<file path="src/rtl/stack_pkg.sv">
// Command and FSM encodings shared by the stack driver slice.
package stack_pkg;

  typedef enum logic [1:0] {
    CMD_NOP  = 2'b00,
    CMD_PUSH = 2'b01,
    CMD_POP  = 2'b10,
    CMD_GET  = 2'b11
  } cmd_t;

  typedef enum logic [2:0] {
    ST_IDLE,
    ST_POP,
    ST_WAIT,
    ST_OUT,
    ST_GET,
    ST_GWAIT,
    ST_GOUT
  } state_t;

endpackage

</file>
<file path="src/rtl/stack_driver_if.sv">
// Write-in and read-out valid/ready streams of the stack driver.
interface stack_driver_if #(
  parameter int DATA_W = 4
);
  import stack_pkg::*;

  logic              IN_VALID;
  logic              IN_READY;
  logic [DATA_W-1:0] IN_DATA;
  logic              OUT_VALID;
  logic              OUT_READY;
  logic [DATA_W-1:0] OUT_DATA;

  modport master (
    output IN_VALID, IN_DATA, OUT_READY,
    input  IN_READY, OUT_VALID, OUT_DATA
  );

  modport slave (
    input  IN_VALID, IN_DATA, OUT_READY,
    output IN_READY, OUT_VALID, OUT_DATA
  );
endinterface

</file>
<file path="src/rtl/stack_driver_rst_bridge.sv">
// Turns the active-low system reset into the stack's active-high reset,
// stretched for one full clock cycle after release.
module stack_driver_rst_bridge (
  input  logic clk,
  input  logic rst_n,
  output logic s_reset
);
  logic armed;

  always_ff @(posedge clk or negedge rst_n) begin
    if (!rst_n) begin
      armed   <= 1'b0;
      s_reset <= 1'b1;
    end else begin
      armed   <= 1'b1;
      s_reset <= !armed;
    end
  end
endmodule

</file>
<file path="src/rtl/stack_driver.sv">
// Command-side initiator for the stack: push stream in, LIFO drain out.
// Indexed peek (GET) is built only with STACK_DRIVER_PEEK_EN defined.
module stack_driver
  import stack_pkg::*;
#(
  parameter int DATA_W = 4,
  parameter int IDX_W  = 3,
  parameter int DEPTH  = 5,
  parameter int RD_LAT = 1
) (
  input  logic              CLK,
  input  logic              RESET,
  stack_driver_if.slave     io,
  input  logic              DRAIN,
  input  logic              PEEK_REQ,
  input  logic [IDX_W-1:0]  PEEK_IDX,
  output logic              DONE,
  output logic [IDX_W-1:0]  COUNT,
  output logic              BUSY,
  output logic              S_RESET,
  output logic [1:0]        S_COMMAND,
  output logic [IDX_W-1:0]  S_INDEX,
  output logic [DATA_W-1:0] S_I_DATA,
  input  logic [DATA_W-1:0] S_O_DATA
);
  localparam logic [IDX_W-1:0] DEPTH_C = IDX_W'(DEPTH);
  localparam logic [IDX_W-1:0] ONE_C   = IDX_W'(1);
  localparam logic [1:0]       LAT_C   = 2'(RD_LAT - 1);

  state_t            state;
  cmd_t              cmd;
  logic [IDX_W-1:0]  count;
  logic [1:0]        wcnt;
  logic              out_valid;
  logic [DATA_W-1:0] out_data;
  logic              done;
  logic [IDX_W-1:0]  s_index;
  logic [DATA_W-1:0] s_i_data;
  logic              s_reset;
  logic              in_ready;

  stack_driver_rst_bridge u_rst (
    .clk     (CLK),
    .rst_n   (RESET),
    .s_reset (s_reset)
  );

`ifdef STACK_DRIVER_PEEK_EN
  assign in_ready = (state == ST_IDLE) && !DRAIN && !PEEK_REQ &&
                    (count < DEPTH_C) && !s_reset;
`else
  logic unused_peek;
  assign unused_peek = ^{PEEK_REQ, PEEK_IDX};
  assign in_ready = (state == ST_IDLE) && !DRAIN &&
                    (count < DEPTH_C) && !s_reset;
`endif

  always_ff @(posedge CLK or negedge RESET) begin
    if (!RESET) begin
      state     <= ST_IDLE;
      cmd       <= CMD_NOP;
      count     <= '0;
      wcnt      <= '0;
      out_valid <= 1'b0;
      out_data  <= '0;
      done      <= 1'b0;
      s_index   <= '0;
      s_i_data  <= '0;
    end else begin
      cmd  <= CMD_NOP;
      done <= 1'b0;
      unique case (state)
        ST_IDLE: begin
          if (s_reset) begin
            state <= ST_IDLE;
          end else if (DRAIN) begin
            if (count == '0) begin
              done <= 1'b1;
            end else begin
              state <= ST_POP;
              cmd   <= CMD_POP;
            end
          end
`ifdef STACK_DRIVER_PEEK_EN
          else if (PEEK_REQ) begin
            if (PEEK_IDX < count) begin
              state   <= ST_GET;
              cmd     <= CMD_GET;
              s_index <= PEEK_IDX;
            end else begin
              state     <= ST_GOUT;
              out_valid <= 1'b1;
              out_data  <= '0;
            end
          end
`endif
          else if (io.IN_VALID && in_ready) begin
            cmd      <= CMD_PUSH;
            s_i_data <= io.IN_DATA;
            count    <= count + 1'b1;
          end
        end
        ST_POP: begin
          state <= ST_WAIT;
          wcnt  <= LAT_C;
        end
        ST_WAIT: begin
          if (wcnt == '0) begin
            state     <= ST_OUT;
            out_valid <= 1'b1;
            out_data  <= S_O_DATA;
          end else begin
            wcnt <= wcnt - 1'b1;
          end
        end
        // A fresh POP only leaves once the consumer has taken this word
        ST_OUT: begin
          if (io.OUT_READY) begin
            out_valid <= 1'b0;
            count     <= count - 1'b1;
            if (count != ONE_C) begin
              state <= ST_POP;
              cmd   <= CMD_POP;
            end else begin
              state <= ST_IDLE;
              done  <= 1'b1;
            end
          end
        end
`ifdef STACK_DRIVER_PEEK_EN
        ST_GET: begin
          state <= ST_GWAIT;
          wcnt  <= LAT_C;
        end
        ST_GWAIT: begin
          if (wcnt == '0) begin
            state     <= ST_GOUT;
            out_valid <= 1'b1;
            out_data  <= S_O_DATA;
          end else begin
            wcnt <= wcnt - 1'b1;
          end
        end
        ST_GOUT: begin
          if (io.OUT_READY) begin
            out_valid <= 1'b0;
            state     <= ST_IDLE;
          end
        end
`endif
        default: state <= ST_IDLE;
      endcase
    end
  end

  assign io.IN_READY  = in_ready;
  assign io.OUT_VALID = out_valid;
  assign io.OUT_DATA  = out_data;
  assign DONE         = done;
  assign COUNT        = count;
  assign BUSY         = (state != ST_IDLE);
  assign S_RESET      = s_reset;
  assign S_COMMAND    = cmd;
  assign S_INDEX      = s_index;
  assign S_I_DATA     = s_i_data;
endmodule

</file>
<file path="src/flat_wrapper.sv">
// flat-port wrapper written by rule: the top's interface ports become plain ports
module stack_driver_flat import stack_pkg::*;
#(
  parameter int DATA_W = 4,
  parameter int IDX_W  = 3,
  parameter int DEPTH  = 5,
  parameter int RD_LAT = 1
)
  (CLK, RESET, DRAIN, PEEK_REQ, PEEK_IDX, DONE, COUNT, BUSY, S_RESET, S_COMMAND, S_INDEX, S_I_DATA, S_O_DATA, io_IN_VALID, io_IN_DATA, io_OUT_READY, io_IN_READY, io_OUT_VALID, io_OUT_DATA);
  stack_driver_if #(.DATA_W(DATA_W)) io_i ();
  input  logic CLK;
  input  logic RESET;
  input  logic DRAIN;
  input  logic PEEK_REQ;
  input  logic [IDX_W-1:0] PEEK_IDX;
  output logic DONE;
  output logic [IDX_W-1:0] COUNT;
  output logic BUSY;
  output logic S_RESET;
  output logic [1:0] S_COMMAND;
  output logic [IDX_W-1:0] S_INDEX;
  output logic [DATA_W-1:0] S_I_DATA;
  input  logic [DATA_W-1:0] S_O_DATA;
  input wire logic [$bits(io_i.IN_VALID)-1:0] io_IN_VALID;
  input wire logic [$bits(io_i.IN_DATA)-1:0] io_IN_DATA;
  input wire logic [$bits(io_i.OUT_READY)-1:0] io_OUT_READY;
  output wire logic [$bits(io_i.IN_READY)-1:0] io_IN_READY;
  output wire logic [$bits(io_i.OUT_VALID)-1:0] io_OUT_VALID;
  output wire logic [$bits(io_i.OUT_DATA)-1:0] io_OUT_DATA;
  assign io_i.IN_VALID = io_IN_VALID;
  assign io_i.IN_DATA = io_IN_DATA;
  assign io_i.OUT_READY = io_OUT_READY;
  assign io_IN_READY = io_i.IN_READY;
  assign io_OUT_VALID = io_i.OUT_VALID;
  assign io_OUT_DATA = io_i.OUT_DATA;
  stack_driver #(.DATA_W(DATA_W), .IDX_W(IDX_W), .DEPTH(DEPTH), .RD_LAT(RD_LAT)) u_core (.CLK(CLK), .RESET(RESET), .io(io_i), .DRAIN(DRAIN), .PEEK_REQ(PEEK_REQ), .PEEK_IDX(PEEK_IDX), .DONE(DONE), .COUNT(COUNT), .BUSY(BUSY), .S_RESET(S_RESET), .S_COMMAND(S_COMMAND), .S_INDEX(S_INDEX), .S_I_DATA(S_I_DATA), .S_O_DATA(S_O_DATA));
endmodule
</file>
<file path="config.mk">
export PLATFORM = sky130hd
export DESIGN_NAME = stack_driver_flat
export DESIGN_NICKNAME = d
export VERILOG_FILES = /design/src/rtl/stack_pkg.sv /design/src/rtl/stack_driver_if.sv /design/src/rtl/stack_driver_rst_bridge.sv /design/src/rtl/stack_driver.sv /design/src/flat_wrapper.sv
export SDC_FILE = /design/constraint.sdc
export NUM_CORES = 1
export LEC_CHECK = 0
export CORE_UTILIZATION = 35
export CTS_CLUSTER_SIZE = 14
export DETAILED_ROUTE_END_ITERATION = 10
export PLACE_DENSITY_LB_ADDON = 0.12
export SLEW_MARGIN = 30
export SYNTH_ARGS = -nofsm -noshare
export SYNTH_HDL_FRONTEND = slang
export SYNTH_HIERARCHICAL = 1
export SYNTH_SLANG_ARGS = --single-unit
</file>
<file path="constraint.sdc">
create_clock -name CLK -period 1.7 [get_ports CLK]
set_input_delay 0.17 -clock CLK [delete_from_list [all_inputs] [get_ports CLK]]
set_output_delay 0.17 -clock CLK [all_outputs]
set_load 0.02 [all_outputs]
</file>
==> results of run 1 <==
## Yosys cell counts, drive strengths merged (2+ instances only)
cell / n / area (µm²)
o21ai: 4 / 31.3
ha: 9 / 113
mux2i: 4 / 40.0
o31ai: 2 / 15.0
nand2: 7 / 26.3
a21oi: 5 / 25.0
a21o: 2 / 15.0
a211oi: 2 / 20.0
conb: 2 / 7.51
nand3: 3 / 15.0
nor2: 2 / 10.0
mux2: 9 / 101
dfrtp: 20 / 500
xnor2: 3 / 26.3
inv: 13 / 48.8
buf: 4 / 27.5
a221oi: 2 / 30.0
## power breakdown
group          switching, µW  internal, µW  total [µW]
clock                    158          87.8         246
combinational            865           940        1800
sequential               114           687         801
## sequential cells by signal, indices dropped and copies added (netlist names)
name	cells
u_core/COUNT	3
u_core/wcnt	2
u_core/io.OUT_VALID	1
u_core/S_I_DATA	4
u_core/state	2
u_core/u_rst/armed	1
u_core/u_rst/s_reset	1
u_core/DONE	1
u_core/io.OUT_DATA	4
u_core/S_COMMAND	2
## layer usage
metal  wire, µm  vias to the layer above
li1           -                      442
met1        993                      434
met2       1330                       19
met3         88                        4
met4         28                        0
met5          0                        -
## cell families (layout without fill, tap and decap cells)
| logic type | after synthesis | after routing |
|---|---|---|
| mux | 13 | 13 |
| flops | 21 | 21 |
| simple gates | 16 | 17 |
| xor+xnor | 3 | 3 |
| buf+inv | 18 | 69 |
| fa+ha+maj | 9 | 9 |
| other cells | 2 | 4 |
| compound gates | 18 | 18 |
## through the flow
step | cell area [µm²] | worst slack, ns
floorplan | 1150 | 0.0162
global placement | 1600 | 0.00259
detailed placement | 1600 | -0.00784
CTS | 1650 | -0.0182
global route | 1700 | -0.0146
finish | 1700 | 0.0618
## final timing paths
kind                                    startpoint                    to  slack [ns]  cells after the start
worst max-delay path               u_core/state[1]       u_core/COUNT[1]        0.06                      7
worst min-delay path                         RESET   u_core/io.OUT_VALID        0.19                      2
worst max register to register     u_core/state[1]       u_core/COUNT[1]        0.06                      7
worst min register to register  u_core/u_rst/armed  u_core/u_rst/s_reset        0.36                      1
max in group asynchronous                    RESET  u_core/u_rst/s_reset        1.23                      2
min in group CLK                u_core/u_rst/armed  u_core/u_rst/s_reset        0.36                      1
## final cells by class
class | instances | area (µm²)
clock buffers | 3 | 22.5
clock inverters | 1 | 5.00
fillers | 282 | 1380
inverters | 13 | 48.8
multi-input cells | 64 | 579
flip-flops and latches | 21 | 529
well taps | 44 | 55.1
repair buffers | 52 | 460
## what timing repair did
action	CTS	global route
pin swaps	0	2
buffers inserted	3	2
setup endpoints to repair	4	8
gates resized for setup	5	8
cloned	0	1
==> impl_metrics.csv, run 1 <==
group,metric,value,unit
timing,finalCritPeriodShare,0.964,
synth,syn_avg_cell_area,11.4,µm²
final_layout,instances_no_fill,198,
routing,detail-route-antenna-nets,0,
worst_setup_path,cp_cell_sequence,"inv_1 > ha_2 > and2b_4 > buf_4 > nand4b_4 > mux2i_2 > a221oi_2",
synth,ys_types,28,
worst_setup_path,critPathArrivalTime,1.86,ns
power,cellLeakagePower,0.000794,µW
routing,drt_iter0_markers,12,
outcome,status,"finished, final reports clean",
grt,grt_use_total,0.157,
job,max-cap-violations,0,
synth,async_reset_ff_frac,1.00,
synth,muxShareOfSynthArea,0.124,
timing,finalClockSkew,0.00138,ns
floorplanning,dieArea,0.00349,mm²
placed_design,io_buffers,30,
synth,synth-edff-count,0,
worst_setup_path,worstSetupEndpointType,"flop",
min_path,hold_class,"in2async",
grt,grt_pass1_vias,877,
grt,use_met3,0.0328,
clocking,clockBufferDepth,2,
final_layout,fin_util,0.552,
power,power_density,1680,mW/mm²
clocking,htree_levels,1,
floorplanning,start_util,0.371,
synth,synth-compound-area-share,0.127,
grt,use_met2,0.256,
worst_setup_path,path_class,"reg2reg",
synth,synth_seq_cells,21,
clocking,cts_sinks,21,
worst_setup_path,crit_slowest_cell,"dfrtp_1",
routing,dr_total_vias,899,
synth,postSynthCellCount,100,
grt,grt_max_degree,22,
final_layout,diodes,0,
grt,grt_first_pass_wirelength,3.95,mm
timing,hold_ws,0.186,ns
worst_setup_path,cp.required,1.92,ns
grt,busiest_layer,"met2",
synth,synth_top_family_by_area,"compound AO/OA/AOI/OAI gates",
grt,antenna_found_initial,0,
routing,wirelength,2.44,mm
routing,viasPerCell,4.54,
clocking,cts_root_buf,"clkbuf_4",
synth,synthAdderAreaFrac,0.0987,
worst_setup_path,cp_slowest_stage_delay,0.40,ns
final_layout,layout_commonest_cell,"clkdlybuf4s50_1",
clocking,clock_latency,0.31,ns
floorplanning,ios,38,
final_layout,area_growth,49.0,%
final_layout,drive_gt1_frac,0.338,
worst_setup_path,critical_path.max_fanout,5,
power,total_power,2850,µW
floorplanning,core,0.00308,mm²
routing,firstDrtPassIters,4,
timing,tns,0,ns
timing,finalHoldViolations,0,
synth,synth-main-ff-cell,"dfrtp_1",
timing,fin_crit,1.64,ns
placed_design,dp_hpwl,1.87,mm
synth,yosysWarningCount,12,
synth,synthSimpleGateAreaFrac,0.0877,
placed_design,dp.cells,188,
timing,clock.fmax,0.610,GHz
placed_design,gp_congestion,0.813,
routing,wl_per_cell,12.3,µm
worst_setup_path,cp_top_family,"flip-flops",
floorplanning,die_h,59.1,µm
synth,synth_xor_area_frac,0.0230,
synth,synth.cell_area,0.00114,mm²
power,ir_drop,0.744,mV
worst_setup_path,path_buf_inv,2,
floorplanning,std_cell_rows,20,
routing,drc_errors,0,
worst_setup_path,cp-start-kind,"flop",
clocking,cts_buffers,3,
clocking,hold_buffers,0,
clocking,clkTransAtPathRegs,0.12,ns
synth,synth_seq_area_share,0.462,
floorplanning,die_w,59.1,µm
final_layout,final_cell_mix,"28 x clkdlybuf4s50_1, 22 x buf_4, 18 x dfrtp_1",
timing,maxSlewViolCount,0,
clocking,cts_tree,"built",
grt,grt_overflow_total,0,
final_layout,nNetsFinal,181,
timing,finalSetupViolCount,0,
grt,use_met1,0.196,
(Power assumes the default switching activity.)
==> inputs of run 2 (changes only) <==
--- a/config.mk
+++ b/config.mk
@@ -8,7 +8,7 @@
 export CORE_UTILIZATION = 35
 export CTS_CLUSTER_SIZE = 14
 export DETAILED_ROUTE_END_ITERATION = 10
-export PLACE_DENSITY_LB_ADDON = 0.12
+export PLACE_DENSITY = 0.75
 export SLEW_MARGIN = 30
 export SYNTH_ARGS = -nofsm -noshare
 export SYNTH_HDL_FRONTEND = slang
==> impl_metrics.csv, run 2 (same netlist as run 1, synthesis figures left out) <==
group,metric,value,unit
outcome,status,"finished, final reports clean",
power,p_int,1720,µW
power,p_clk_frac,0.086,
grt,use_met3,0.0262,
power,total_power,2870,µW
power,ir_drop,0.846,mV
routing,drc_errors,0,
routing,detail-route-antenna-nets,0,
worst_setup_path,worstSetupEndpointType,"flop",
final_layout,nNetsFinal,180,
floorplanning,core,0.00308,mm²
clocking,hold_buffers,0,
clocking,htree_levels,1,
grt,grt_first_pass_wirelength,4.06,mm
grt,use_met2,0.287,
floorplanning,dieArea,0.00349,mm²
placed_design,dp.cells,188,
timing,clock.fmax,0.612,GHz
worst_setup_path,rrSetupSlack,0.07,ns
job,max-cap-violations,0,
worst_setup_path,crit_start,"u_core/state[1]",
min_path,hold_class,"in2async",
clocking,clkTransAtPathRegs,0.12,ns
worst_setup_path,ff2ff_path_depth,7,
grt,grt_use_total,0.158,
final_layout,diodes,0,
worst_setup_path,r2r_end,"u_core/S_I_DATA[1]",
final_layout,layout_commonest_cell,"clkdlybuf4s50_1",
routing,firstDrtPassIters,4,
timing,maxSlewViolCount,0,
worst_setup_path,cp-start-kind,"flop",
grt,grt_overflow_total,0,
worst_setup_path,path_class,"reg2reg",
timing,finalSetupViolCount,0,
power,power_density,1690,mW/mm²
routing,wirelength,2.42,mm
timing,finalHoldViolations,0,
grt,busiest_layer,"met2",
grt,grt_max_degree,15,
power,p_seq_frac,0.279,
worst_setup_path,rr_startpoint,"u_core/state[1]",
clocking,cts_root_buf,"clkbuf_4",
routing,dr_total_vias,879,
routing,viasPerCell,4.46,
clocking,cts_tree,"built",
power,cellLeakagePower,0.000783,µW
placed_design,gp_congestion,0.868,
power,p_comb_frac,0.634,
grt,use_met1,0.175,
routing,wl_per_cell,12.3,µm
power,p_switching,1140,µW
final_layout,instances_no_fill,197,
routing,drt_iter0_markers,13,
timing,fin_crit,1.63,ns
worst_setup_path,critical_path.max_fanout,7,
grt,grt_pass1_vias,931,
timing,finalCritPeriodShare,0.960,
worst_setup_path,critPathArrivalTime,1.84,ns
floorplanning,start_util,0.371,
worst_setup_path,cp.required,1.91,ns
floorplanning,std_cell_rows,20,
clocking,cts_sinks,21,
timing,rsz0062_at_grt,"yes",
final_layout,final_cell_mix,"28 x clkdlybuf4s50_1, 21 x buf_4, 18 x dfrtp_1",
clocking,cts_buffers,3,
floorplanning,die_h,59.1,µm
final_layout,final_cell_area,0.00169,mm²
floorplanning,ios,38,
placed_design,dp_hpwl,1.86,mm
placed_design,io_buffers,30,
clocking,clock_latency,0.31,ns
final_layout,fin_util,0.550,
timing,finalClockSkew,0.00298,ns
final_layout,area_growth,48.2,%
floorplanning,die_w,59.1,µm
final_layout,drive_gt1_frac,0.333,
grt,antenna_found_initial,0,
clocking,clockBufferDepth,2,
power,switching_share,0.399,
placed_design,place_area,0.00160,mm²
run 2: area by class of cell:
type	count	area [µm²]
fillers	274	1390
inverters	13	48.8
clock buffers	3	22.5
clock inverters	1	5.00
repair buffers	52	463
well taps	44	55.1
multi-input cells	63	568
flip-flops and latches	21	529
run 2: what timing repair did:
item	in CTS	in global routing
setup buffers	2	3
pin swaps	0	3
gates resized for setup	6	7
setup endpoints to repair	4	8
run 2: routing by layer:
layer | part of all wire | wire length (µm)
met2 | 0.50 | 1220
met1 | 0.44 | 1060
met3 | 0.037 | 89
met4 | 0.021 | 51
met5 | 0 | 0
run 2: worst max path at each step:
| stage | to | slack, ns | depth (start not counted) |
|---|---|---|---|
| floorplan | u_core/state[1] | 0.02 | 6 |
| global placement | io_IN_READY | 0.02 | 5 |
| detailed placement | u_core/COUNT[1] | -0.03 | 7 |
| CTS | u_core/state[1] | 0.002 | 6 |
| global route | u_core/COUNT[1] | 0.0007 | 7 |
| finish | u_core/S_I_DATA[1] | 0.07 | 7 |
run 2: per-stage QoR:
| step | worst slack, ns | hold slack [ns] | TNS [ns] |
|---|---|---|---|
| global placement | 0.0214 | 0.339 | 0 |
| global route | 0.000667 | 0.140 | 0 |
| CTS | 0.00187 | 0.113 | 0 |
| floorplan | 0.0162 | -0.126 | 0 |
| finish | 0.0672 | 0.116 | 0 |
| detailed placement | -0.0286 | 0.353 | -0.0347 |
run 2: power by group through the flow:
stage | Sequential (µW) | Clock, µW | Combinational, µW
2_1_floorplan | 1020 | 0 | 731
3_3_place_gp | 826 | 0 | 1620
3_5_place_dp | 833 | 0 | 1660
4_1_cts | 821 | 259 | 1680
5_1_grt | 822 | 282 | 1960
6_report | 801 | 248 | 1820
run 2: worst max-delay path, cell delays in order (launching register included):
cell and delay (ns):
dfrtp_1 0.41, inv_2 0.09, ha_4 0.14, and2b_4 0.16
buf_6 0.11, nand4b_4 0.17, buf_4 0.20, mux2_2 0.26
==> inputs of run 3 (changes only) <==
--- a/config.mk
+++ b/config.mk
@@ -8,7 +8,9 @@
 export CORE_UTILIZATION = 35
 export CTS_CLUSTER_SIZE = 14
 export DETAILED_ROUTE_END_ITERATION = 10
+export MAX_ROUTING_LAYER = met4
 export PLACE_DENSITY = 0.75
+export REMOVE_ABC_BUFFERS = 1
 export SLEW_MARGIN = 30
 export SYNTH_ARGS = -nofsm -noshare
 export SYNTH_HDL_FRONTEND = slang
==> impl_metrics.csv, run 3 (same netlist as run 1, synthesis figures left out) <==
group,metric,value,unit
grt,grt_first_pass_wirelength,3.60,mm
power,cellLeakagePower,0.000797,µW
placed_design,dp_worst_setup_slack,-0.0141,ns
floorplanning,std_cell_rows,20,
worst_setup_path,critPathArrivalTime,1.86,ns
worst_setup_path,path_class,"reg2reg",
grt,grt_use_total,0.146,
worst_setup_path,cp.required,1.91,ns
final_layout,area_growth,48.1,%
routing,drc_errors,0,
worst_setup_path,worstSetupEndpointType,"flop",
grt,grt_pass1_vias,834,
floorplanning,die_h,59.1,µm
routing,firstDrtPassIters,4,
clocking,cts_sinks,21,
final_layout,nNetsFinal,177,
timing,maxSlewViolCount,0,
routing,wirelength,2.29,mm
timing,finalCritPeriodShare,0.972,
clocking,cts_root_buf,"clkbuf_4",
placed_design,place_area,0.00160,mm²
outcome,status,"finished, final reports clean",
worst_setup_path,rrSetupSlack,0.05,ns
job,max-cap-violations,0,
worst_setup_path,critical_path.max_fanout,6,
floorplanning,core,0.00308,mm²
floorplanning,die_w,59.1,µm
final_layout,drive_gt1_frac,0.327,
timing,finalSetupViolCount,0,
routing,wl_per_cell,11.8,µm
power,power_density,1670,mW/mm²
clocking,hold_buffers,0,
timing,finalHoldViolations,0,
timing,setup_ws,0.0470,ns
routing,dr_total_vias,884,
grt,antenna_found_initial,0,
routing,viasPerCell,4.56,
placed_design,io_buffers,30,
routing,detail-route-antenna-nets,0,
clocking,clkTransAtPathRegs,0.13,ns
floorplanning,ios,38,
clocking,cts_buffers,3,
clocking,clock_latency,0.32,ns
floorplanning,dieArea,0.00349,mm²
min_path,hold_class,"in2async",
timing,finalClockSkew,0.0122,ns
final_layout,final_cell_area,0.00169,mm²
final_layout,final_cell_mix,"26 x clkdlybuf4s50_1, 20 x dfrtp_1, 17 x buf_4",
timing,fin_crit,1.65,ns
grt,grt_overflow_total,0,
final_layout,diodes,0,
placed_design,gp_congestion,0.871,
placed_design,dp_hpwl,1.83,mm
worst_setup_path,cp-start-kind,"flop",
clocking,clockBufferDepth,2,
final_layout,layout_commonest_cell,"clkdlybuf4s50_1",
floorplanning,start_util,0.371,
power,ir_drop,0.536,mV
clocking,cts_tree,"built",
timing,tns,0,ns
timing,clock.fmax,0.605,GHz
routing,drt_iter0_markers,34,
grt,grt_max_degree,22,
clocking,htree_levels,1,
[run 3: repair_timing]
item	4_1_cts	5_1_grt
pin swaps	1	1
buffers inserted	1	1
resized for setup	9	11
endpoints found under the setup margin	5	6
[run 3: area by class of cell]
| type | instances | area (µm²) |
|---|---|---|
| clock buffers | 3 | 22.5 |
| clock inverters | 1 | 5.00 |
| fillers | 264 | 1390 |
| inverters | 13 | 48.8 |
| multi-input cells | 63 | 577 |
| flip-flops and latches | 21 | 527 |
| well taps | 44 | 55.1 |
| repair buffers | 49 | 455 |
[run 3: where the power goes]
part           switching (µW)  internal (µW)
registers                 124            683
logic                     844            923
clock network             162           88.2
[run 3: final timing paths]
check,from,endpoint,cells past startpoint
max,u_core/state[0],u_core/S_I_DATA[3],7
min,RESET,u_core/io.OUT_VALID,2
max reg2reg,u_core/state[0],u_core/S_I_DATA[3],7
min reg2reg,u_core/u_rst/armed,u_core/u_rst/s_reset,1
max in group asynchronous,RESET,u_core/u_rst/s_reset,2
min in group CLK,u_core/u_rst/armed,u_core/u_rst/s_reset,1
[run 3: metrics by stage]
stage | total power [µW] | std cells | utilization | hold WS (ns)
after floorplan | 1730 | 97 | - | -0.126
after global placement | 2440 | 188 | 0.520 | 0.341
after detailed placement | 2500 | 188 | 0.520 | 0.345
after CTS | 2800 | 193 | 0.533 | 0.181
after global routing | 3030 | 194 | 0.549 | 0.195
final | 2820 | 194 | 0.549 | 0.179
[run 3: metal layers]
| metal | vias up | track usage | part of all wire |
|---|---|---|---|
| met1 | 423 | 0.159 | 0.42 |
| li1 | 433 | - | - |
| met4 | 0 | 0.0714 | 0.019 |
| met2 | 23 | 0.250 | 0.52 |
| met3 | 5 | 0.0328 | 0.041 |
| met5 | - | - | 0 |
[run 3: critical path, stage by stage (launching register included)]
cell and delay, ns:
dfrtp_1 0.41, inv_2 0.07, ha_2 0.17, and2b_4 0.17, buf_6 0.11, nand4b_4 0.17, buf_12 0.18, mux2_2 0.26
